### src/rtl/imm_pkg.sv
// Shared immediate-format encodings and range helpers for the immediate
// encoder and the sign_extension decoder.
package imm_pkg;

    typedef enum logic [2:0] {
        IMM_I  = 3'b000,
        IMM_S  = 3'b001,
        IMM_SB = 3'b010,
        IMM_U  = 3'b011,
        IMM_UJ = 3'b100
    } imm_type_e;

    localparam logic [31:0] NOP_INSTR = 32'h0000_0013;

    // True when v[63:lsb] is a pure sign run, i.e. v survives truncation to lsb+1 bits.
    function automatic logic sign_run(input logic [63:0] v, input int unsigned lsb);
        logic signed [63:0] s;
        s = $signed(v) >>> lsb;
        return (s == 64'sd0) || (s == -64'sd1);
    endfunction

endpackage

### src/rtl/imm_pack.sv
// Combinational merge of an immediate into its instruction bit positions,
// with the per-format range/alignment check.
module imm_pack
    import imm_pkg::*;
(
    input  logic [31:0] base_instr,
    input  logic [2:0]  imm_type,
    input  logic [63:0] imm,
    output logic [31:0] instr,
    output logic        err
);

    always_comb begin
        instr = base_instr;
        err   = 1'b0;
        case (imm_type)
            IMM_I: begin
                instr[31:20] = imm[11:0];
                err          = !sign_run(imm, 11);
            end
            IMM_S: begin
                instr[31:25] = imm[11:5];
                instr[11:7]  = imm[4:0];
                err          = !sign_run(imm, 11);
            end
            IMM_SB: begin
                instr[31]    = imm[12];
                instr[7]     = imm[11];
                instr[30:25] = imm[10:5];
                instr[11:8]  = imm[4:1];
                err          = !sign_run(imm, 12) || imm[0];
            end
            IMM_U: begin
                instr[31:12] = imm[63:44];
                err          = |imm[43:0];
            end
            IMM_UJ: begin
                // The sign bit comes from imm[63], not imm[52], so an out-of-range
                // value still carries its true sign in the encoding.
                instr[31]    = imm[63];
                instr[19:12] = imm[51:44];
                instr[20]    = imm[43];
                instr[30:21] = imm[42:33];
                err          = !sign_run(imm, 52) || (|imm[32:0]);
            end
            default: begin
                instr = NOP_INSTR;
                err   = 1'b1;
            end
        endcase
    end

endmodule

### src/rtl/imm_encoder.sv
// Two-stage valid/ready immediate encoder: S1 holds the request fields, S2 holds
// the merged instruction and error flag, plus delivered/error counters.
module imm_encoder
    import imm_pkg::*;
#(
    parameter int CNT_W = 16
) (
    input  logic             clk,
    input  logic             rst_n,
    input  logic             in_valid,
    output logic             in_ready,
    input  logic [31:0]      base_instr,
    input  logic [2:0]       imm_type,
    input  logic [63:0]      imm_in,
    output logic             out_valid,
    input  logic             out_ready,
    output logic [31:0]      instr_out,
    output logic             imm_err,
    output logic [CNT_W-1:0] enc_count,
    output logic [CNT_W-1:0] err_count
);

    function automatic logic [CNT_W-1:0] sat_inc(input logic [CNT_W-1:0] c);
        return (&c) ? c : c + 1'b1;
    endfunction

    logic        vld_p1;
    logic [31:0] base_p1;
    logic [2:0]  type_p1;
    logic [63:0] imm_p1;

    logic        vld_p2;
    logic [31:0] instr_p2;
    logic        err_p2;

    logic [31:0] merged_instr;
    logic        merged_err;
    logic        s1_adv;
    logic        out_xfer;

    assign s1_adv    = !vld_p2 || out_ready;
    assign in_ready  = !vld_p1 || s1_adv;
    assign out_xfer  = vld_p2 && out_ready;

    assign out_valid = vld_p2;
    assign instr_out = instr_p2;
    assign imm_err   = err_p2;

    // Stage S1: capture request fields on acceptance
    always_ff @(posedge clk) begin
        if (in_valid && in_ready) begin
            base_p1 <= base_instr;
            type_p1 <= imm_type;
            imm_p1  <= imm_in;
        end
    end

    imm_pack u_imm_pack (
        .base_instr (base_p1),
        .imm_type   (type_p1),
        .imm        (imm_p1),
        .instr      (merged_instr),
        .err        (merged_err)
    );

    // Stage S2: register merged result; control, outputs and counters
    always_ff @(posedge clk or negedge rst_n) begin
        if (!rst_n) begin
            vld_p1    <= 1'b0;
            vld_p2    <= 1'b0;
            instr_p2  <= 32'h0;
            err_p2    <= 1'b0;
            enc_count <= '0;
            err_count <= '0;
        end else begin
            if (in_ready) begin
                vld_p1 <= in_valid;
            end
            if (s1_adv) begin
                vld_p2 <= vld_p1;
                if (vld_p1) begin
                    instr_p2 <= merged_instr;
                    err_p2   <= merged_err;
                end
            end
            if (out_xfer) begin
                enc_count <= enc_count + 1'b1;
                if (err_p2) begin
                    err_count <= sat_inc(err_count);
                end
            end
        end
    end

endmodule

### config.mk
export PLATFORM = sky130hd
export DESIGN_NAME = imm_encoder
export DESIGN_NICKNAME = d
export VERILOG_FILES = /design/src/rtl/imm_pkg.sv /design/src/rtl/imm_pack.sv /design/src/rtl/imm_encoder.sv
export SDC_FILE = /design/constraint.sdc
export NUM_CORES = 1
export LEC_CHECK = 0
export ABC_AREA = 1
export CAP_MARGIN = 20
export CORE_ASPECT_RATIO = 0.9
export CORE_MARGIN = 4
export CORE_UTILIZATION = 45
export DETAILED_ROUTE_END_ITERATION = 6
export PLACE_DENSITY = 0.78
export SYNTH_ARGS = -nofsm -noshare
export SYNTH_HDL_FRONTEND = slang
export SYNTH_HIERARCHICAL = 1
export SYNTH_SLANG_ARGS = --single-unit
### constraint.sdc
create_clock -name clk -period 4.4 [get_ports clk]
set_input_delay 0.44 -clock clk [delete_from_list [all_inputs] [get_ports clk]]
set_output_delay 0.44 -clock clk [all_outputs]
set_load 0.05 [all_outputs]
Word level (Yosys, flattened, before mapping)
Cells that the tools add are included.
{"block": "totals", "regBits": 159, "input_bits": 103, "elab_cells": 54}
{"block": "classes", "add_sub_neg": 2, "eq_ne": 7, "n_mux": 6, "bitwise_logic": 1, "n_reduce_logical": 29}
{"op": "logical NOT 64 bit", "count": 3}
{"op": "equality test 53 x 1 -> 1 bit (second input constant)", "count": 1}
{"op": "equality test 52 x 1 -> 1 bit (second input constant)", "count": 1}
{"op": "OR reduction 44 bit", "count": 1}
{"op": "OR reduction 33 bit", "count": 1}
{"op": "adder 16 x 1 -> 16 bit (second input constant)", "count": 2}
{"op": "case mux 7 bit (4 select lines)", "count": 1}
{"op": "case mux 5 bit (4 select lines)", "count": 1}
{"op": "case mux 8 bit (2 select lines)", "count": 1}
{"op": "AND reduction 16 bit", "count": 1}
{"op": "case mux 5 bit (3 select lines)", "count": 1}
{"op": "equality test 12 x 1 -> 1 bit (second input constant)", "count": 1}
{"op": "logical OR 1 bit", "count": 7}
{"op": "2-to-1 mux 7 bit", "count": 1}
{"op": "equality test 3 x 2 -> 1 bit (second input constant)", "count": 2}
{"op": "OR reduction 2 bit", "count": 3}
{"op": "OR reduction 3 bit", "count": 2}
{"op": "logical NOT 1 bit", "count": 5}
{"op": "OR reduction 5 bit", "count": 1}
{"op": "case mux 1 bit (4 select lines)", "count": 1}
{"op": "equality test 3 x 1 -> 1 bit (second input constant)", "count": 1}
{"op": "equality test 3 bit (second input constant)", "count": 1}
{"op": "logical NOT 3 bit", "count": 1}
{"op": "AND reduction 3 bit", "count": 1}
{"op": "3 further kinds", "count": 4}

Depth between registers and ports, before layout
Gate-level depths: netlist of the first run.
{"block": "depth", "ltp_word": 5, "mapped_depth": 12, "ltp_nobuf": 12}

Hierarchy
Netlist of the first run, hierarchy kept.
{"module": "imm_encoder", "n_inst": 1, "cells_each": 421, "area_per_inst_um2": 6052.1}
{"module": "imm_pack", "n_inst": 1, "cells_each": 258, "area_per_inst_um2": 1116.1}

Worst setup path after synthesis of the first run
No wires, ideal clock.
{"block": "synth_timing", "path_kind": "register -> register", "start": "register vld_p2, in the netlist out_valid", "end": "register base_p1[0] (enable)", "setup_time_ps": 452, "arrival_ps": 3180, "t_required_ps": 3948, "path_slack_ps": 768, "path_stages_with_launch": 4, "path_buffers": 0, "synth_period_minus_slack_ps": 3632, "cell_sequence": "dfrtp_1 -> nand3_1 -> nand2_1 -> inv_1"}
{"block": "synth_between", "elab_chain_cells": 4}
{"item": "start, declared", "line": "imm_encoder.sv:32", "rtl": "logic vld_p2;"}
{"item": "start signal, assigned", "line": "imm_encoder.sv:80", "rtl": "vld_p2 <= vld_p1;"}
{"item": "logical NOT 1 bit", "line": "imm_encoder.sv:41", "rtl": "assign s1_adv = !vld_p2 || out_ready;"}
{"item": "logical OR 1 bit", "line": "imm_encoder.sv:41"}
{"item": "logical OR 1 bit", "line": "imm_encoder.sv:42", "rtl": "assign in_ready = !vld_p1 || s1_adv;"}
{"item": "via in_ready", "line": "imm_encoder.sv:11", "rtl": "output logic in_ready,"}
{"item": "logical AND 1 bit", "line": "imm_encoder.sv:51", "rtl": "if (in_valid && in_ready) begin"}
{"item": "end signal, assigned", "line": "imm_encoder.sv:52", "rtl": "base_p1 <= base_instr;"}
{"item": "end, declared", "line": "imm_encoder.sv:28", "rtl": "logic [31:0] base_p1;"}
The timed path passes the listed nets, and every way through them passes these cells.
A chain may end at the register's enable or synchronous reset.

Worst setup path after layout of the first run
{"block": "layout_timing", "start": "input out_ready", "end": "output in_ready"}
{"block": "layout_between", "elab_chain_cells": 2}
{"item": "start, declared", "line": "imm_encoder.sv:16", "rtl": "input logic out_ready,"}
{"item": "logical OR 1 bit", "line": "imm_encoder.sv:41"}
{"item": "logical OR 1 bit", "line": "imm_encoder.sv:42"}
{"item": "end, declared", "line": "imm_encoder.sv:11"}
No other way between the ends.

==> metrics.txt, run 1 <==
status=finished, final reports clean; DR vias=5208; sum of negative setup slack=0 ns; DIE HEIGHT=126.0 um; Peak VDD IR=0.3097 mV; area delta synth->final=35.19%; post-route clock period utilization=0.5420; Post-CTS Setup Repair Bufs=0; area of the core region=between 0.01 and 0.015 mm2; max-slew violation total from the final report=0; post-route total power=4702 uW; worst setup path class=primary input to primary output; relative slew slack=0.4163; Synth warnings=6; Final Skew=0.009550 ns; post_cts resized=0; last weighted congestion value of the routability-driven placer=0.8733; horizontal die dimension=139.1 um; number of H-tree levels=4; detail-routed net length per standard cell=15.50 um; unrepaired setup endpoints after global routing=false; number of nets in the synthesized netlist=777; Synth Area per Inst=roughly 10 um2; length of the first detailed-routing pass in iterations=5; kind of start point of the critical path=primary input; count of nets left with antenna violations after detail routing=0; cell count after synthesis=672; DRC violation count after routing=0; number of placement rows=42; count of input and output buffers=between 150 and 200; root buffer selected by CTS=sky130_fd_sc_hd__clkbuf_16; hold_buf cts=0; maximum number of pins on one net before global-route repair=68; highest achievable clock rate=0.4193 GHz; final setup slack of the worst path=roughly 2.0 ns; sink count of the clock tree=159; clock edge transition at the registers on the reported setup and hold paths=roughly 0.07 ns; count of inserted antenna diode cells=0; Arrival @ worst endpoint=1.94 ns; Max Buffers Root-to-Sink=2; endpoint type of the worst setup path=primary output; worst-skew pair later-pin latency=0.42 ns; maxcap violations=0; static power due to leakage=between 0.003 and 0.004 uW; maximum fanout encountered on the critical timing path=3; vias in the first global route=5031; Avg Vias per Cell=between 4 and 5; CTS tree=done; CTS Buf Count=17; GRT Residual Overflow=0; iteration-0 DRC count of the detailed router=380; ratio of cells with drive above 1 in the final layout=0.1001; initial standard-cell utilization of the core=0.4662; number of antenna violations at the first check in global routing=0; power density over the cells=499.8 mW/mm2; actual transition at the worst max-transition pin=0.8756 ns; Detailed Place HPWL=12090 um; number of failing hold endpoints at the final stage=0; area of the die=0.01752 mm2; global router's overall resource usage=0.1880; netlist area before placement=0.006958 mm2; Critical Path RT=3.96 ns; final-stage net count=between 900 and 1000; wire length of the first global-routing pass=25930 um; Tmin final=between 2 and 2.5 ns; post-place setup slack=1.926 ns; worst min-delay path class=primary input to asynchronous set/reset pin; wirelength, routed=16380 um; number of setup violations in the final report=0; count of pins on the block boundary=170
-- registers in the layout, summed over array words and instances, names as in the netlist --
name and cells:
type_p1 3, instr_out 32, imm_err 1, vld_p1 1, out_valid 1, imm_p1 64
err_count 16, enc_count 16, base_p1 25
-- critical path: stages --
cell and delay [ns]:
sky130_fd_sc_hd__clkdlybuf4s50_1 0.49, sky130_fd_sc_hd__inv_1 0.06, sky130_fd_sc_hd__nand3_1 0.12, sky130_fd_sc_hd__clkdlybuf4s50_1 0.83
-- path summary, 6_finish.rpt --
check | start | endpoint | slack (ns) | cells past startpoint
min in group clk | enc_count[15]$_DFFE_PN0P_ | enc_count[15]$_DFFE_PN0P_ | 0.50 | 2
setup / recovery | out_ready | in_ready | 2.02 | 4
max in group asynchronous | rst_n | enc_count[14]$_DFFE_PN0P_ | 3.68 | 1
hold reg to reg | enc_count[15]$_DFFE_PN0P_ | enc_count[15]$_DFFE_PN0P_ | 0.50 | 2
setup reg to reg | out_valid$_DFFE_PN0P_ | imm_p1[24]$_DFFE_PP_ | 2.50 | 4
hold / removal | rst_n | instr_out[5]$_DFFE_PN0P_ | 0.15 | 1
-- cell usage in the layout (no fill, tap or decap), drive strengths merged, types with 6 or more instances in the layout --
master	n
mux2	32
nor3	6
nand3	39
a22o	12
nand2	212
inv	59
clkdlybuf4s50	161
dfrtp	67
nand4	9
nor2	110
xor2	10
clkbuf	20
edfxtp	92
-- routing by layer --
| metal | vias to the layer above | routed length, um | global-route usage |
|---|---|---|---|
| li1 | 2577 | - | - |
| met1 | 2443 | 6948 | 0.2384 |
| met2 | 174 | 8132 | 0.3171 |
| met3 | 14 | 1147 | 0.05951 |
| met4 | 0 | 155 | 0.04545 |
| met5 | - | 0 | 0 |
-- stage by stage --
stage | instances | utilization | hold slack [ns] | area [um2]
final | 1057 | 0.6303 | 0.1465 | 9407
after floorplan | 672 | - | 0.1444 | 6958
after global placement | 1025 | 0.5894 | 0.4832 | 8796
after CTS | 1057 | 0.6303 | 0.1765 | 9407
after global routing | 1057 | 0.6303 | 0.2129 | 9407
after detailed placement | 1025 | 0.5894 | 0.4890 | 8796
-- layout make-up --
class                      count  area (um2)
clock buffer                  20       467.9
clock inverter                12       142.6
fill                        1246        5518
inverter                      52       196.4
multi-input combinational    452        2266
sequential                   159        4439
tap                          198       247.7
timing repair buffer         164        1647
-- report_power, final --
| group | total, uW | switching, uW | internal (uW) |
|---|---|---|---|
| clock | 1510 | 609 | 900 |
| combinational | 1250 | 791 | 460 |
| sequential | 1940 | 145 | 1800 |
| total | 4700 | 1540 | 3160 |
No activity file was read; power rests on OpenSTA's default activity.
==> run 2: changes to the inputs <==
- PLACE_DENSITY: 0.78 -> 0.81
- clock period: 4.4 -> 2 ns (I/O delays scaled with it)
==> metrics.txt, run 2 (same netlist as run 1, synthesis figures left out) <==
register name with the most flops=imm_p1; iteration-0 DRC count of the detailed router=355; vias in the first global route=5340; post-place setup slack=0.2289 ns; status=finished, final reports clean; worst-skew pair later-pin latency=0.41 ns; final setup slack of the worst path=0.09657 ns; maxcap violations=0; Max Buffers Root-to-Sink=2; number of cells on the critical path=1; highest achievable clock rate=roughly 0.53 GHz; area of the die=between 0.015 and 0.02 mm2; Critical R2R Capture=imm_err$_DFFE_PN0P_; max-slew violation total from the final report=0; worst reg-to-reg path cell count=12; DRC violation count after routing=0; sink count of the clock tree=159; Critical Path Sink=err_count[6]; post-route clock period utilization=0.9517; global router's overall resource usage=0.1968; length of the first detailed-routing pass in iterations=5; Avg Vias per Cell=5.011; clock edge transition at the registers on the reported setup and hold paths=0.06 ns; Final Skew=0.009066 ns; CP max stage cell=sky130_fd_sc_hd__clkdlybuf4s50_1; number of flip-flops in the largest register=64; count of input and output buffers=between 150 and 200; unrepaired setup endpoints after global routing=false; count of pins on the block boundary=170; Top Metal Used=met4; CTS Buf Count=17; commonest non-fill, non-tap cell in the layout=sky130_fd_sc_hd__nand2_1; worst min-delay path class=primary input to asynchronous set/reset pin; area of the core region=0.01492 mm2; post-route total power=10160 uW; Arrival @ worst endpoint=approximately 1.7 ns; DR vias=5337; static power due to leakage=approximately 0.0038 uW; launch point of the critical path=err_count[6]$_DFFE_PN0P_; wirelength, routed=16860 um; last weighted congestion value of the routability-driven placer=0.9308; routed wl met3=1155 um; wire length of the first global-routing pass=26980 um; number of setup violations in the final report=0; final-stage net count=959; CTS tree=done; GRT Residual Overflow=0; most frequent cells in the layout=208 x sky130_fd_sc_hd__nand2_1, 158 x sky130_fd_sc_hd__clkdlybuf4s50_1, 103 x sky130_fd_sc_hd__nor2_1; DIE HEIGHT=approximately 130 um; number of buffers and inverters on the critical path=1; horizontal die dimension=139.1 um; Detailed Place HPWL=12890 um; Slowest Stage Delay on Critical Path=0.84 ns; maximum number of pins on one net before global-route repair=52; root buffer selected by CTS=sky130_fd_sc_hd__clkbuf_16; number of H-tree levels=4; Peak VDD IR=0.9998 mV; ordered list of cells on the worst path=clkdlybuf4s50_1; final core utilization=0.6368; r2r startpoint=imm_p1[12]$_DFFE_PP_; Met1 Wirelength=7055 um; actual transition at the worst max-transition pin=0.7977 ns; worst setup path class=flop to primary output; ratio of cells with drive above 1 in the final layout=0.1107; count of nets left with antenna violations after detail routing=0; endpoint type of the worst setup path=primary output; area delta synth->final=36.59%; initial standard-cell utilization of the core=0.4662; Met2 Wirelength=approximately 8500 um; worst hold slack=between 0.3 and 0.4 ns; kind of start point of the critical path=flop; relative slew slack=0.4663; detail-routed net length per standard cell=between 15 and 20 um; count of inserted antenna diode cells=0; register-to-register setup slack=between 0.15 and 0.2 ns; number of antenna violations at the first check in global routing=0; kind of cell adding the most delay to the critical path=buffers and inverters; Critical Path RT=approximately 1.8 ns; power density over the cells=1069 mW/mm2; number of placement rows=42; maximum fanout encountered on the critical timing path=6; Tmin final=1.903 ns; number of failing hold endpoints at the final stage=0
-- run 2: cell types whose count changed in the layout (fill, tap and decap cells not counted), sizes merged --
cell and change:
inv -4, bufinv -1, clkdlybuf4s50 -3, clkbuf -3, dlygate4sd3 +1, clkinv +5, dlymetal6s2s +2, buf +8
clkinvlp +3
-- run 2: cell type report --
| cell class | instances | area, um2 |
|---|---|---|
| clock inverters | 15 | 133.9 |
| fillers | 1204 | 5420 |
| multi-input cells | 452 | 2286 |
| clock buffers | 17 | 425.4 |
| repair buffers | 172 | 1772 |
| flip-flops and latches | 159 | 4441 |
| inverters | 52 | 198.9 |
| well taps | 198 | 247.7 |
-- run 2: power breakdown --
part	internal, uW	total (uW)	leakage (uW)	switching, uW
Sequential	3950	4280	0.00173	328
Combinational	1070	2830	0.00184	1760
Clock	1720	3050	0.000267	1330
Total	6740	10200	0.00384	3420
-- run 2: worst min-delay path by stage --
stage                    start                         to  slack, ns  depth (start not counted)
finish                   rst_n  instr_out[22]$_DFFE_PN0P_       0.32                          2
global route        imm_in[18]       imm_p1[18]$_DFFE_PP_       0.31                          1
CTS                 imm_in[17]       imm_p1[17]$_DFFE_PP_       0.31                          1
global placement         rst_n  err_count[15]$_DFFE_PN0P_       0.23                          1
detailed placement       rst_n  err_count[15]$_DFFE_PN0P_       0.23                          1
floorplan                rst_n   enc_count[0]$_DFFE_PN0P_       -0.1                          0
-- run 2: what timing repair did --
action	CTS	global route
gates resized for setup	0	2
setup endpoints to repair	0	2
buffers inserted	0	0
hold endpoints to repair	20	0
hold buffers	1	0
-- run 2: per-layer routing --
layer	GRT usage	vias to the layer above
li1	-	2583
met1	0.2470	2539
met4	0.04430	0
met5	0	-
met2	0.3416	201
met3	0.05572	14
-- run 2: stage by stage --
step           std cells  instance area [um2]  TNS, ns
2_1_floorplan        672                 6983   -60.44
5_1_grt             1065                 9504        0
3_3_place_gp        1032                 8930        0
6_report            1065                 9504        0
3_5_place_dp        1032                 8930        0
4_1_cts             1065                 9499        0
==> run 3: changes to the inputs <==
- CTS_CLUSTER_SIZE: unset -> 16
==> results of run 3 <==
The final DEF is identical to that of run 2; final timing and power are the same.
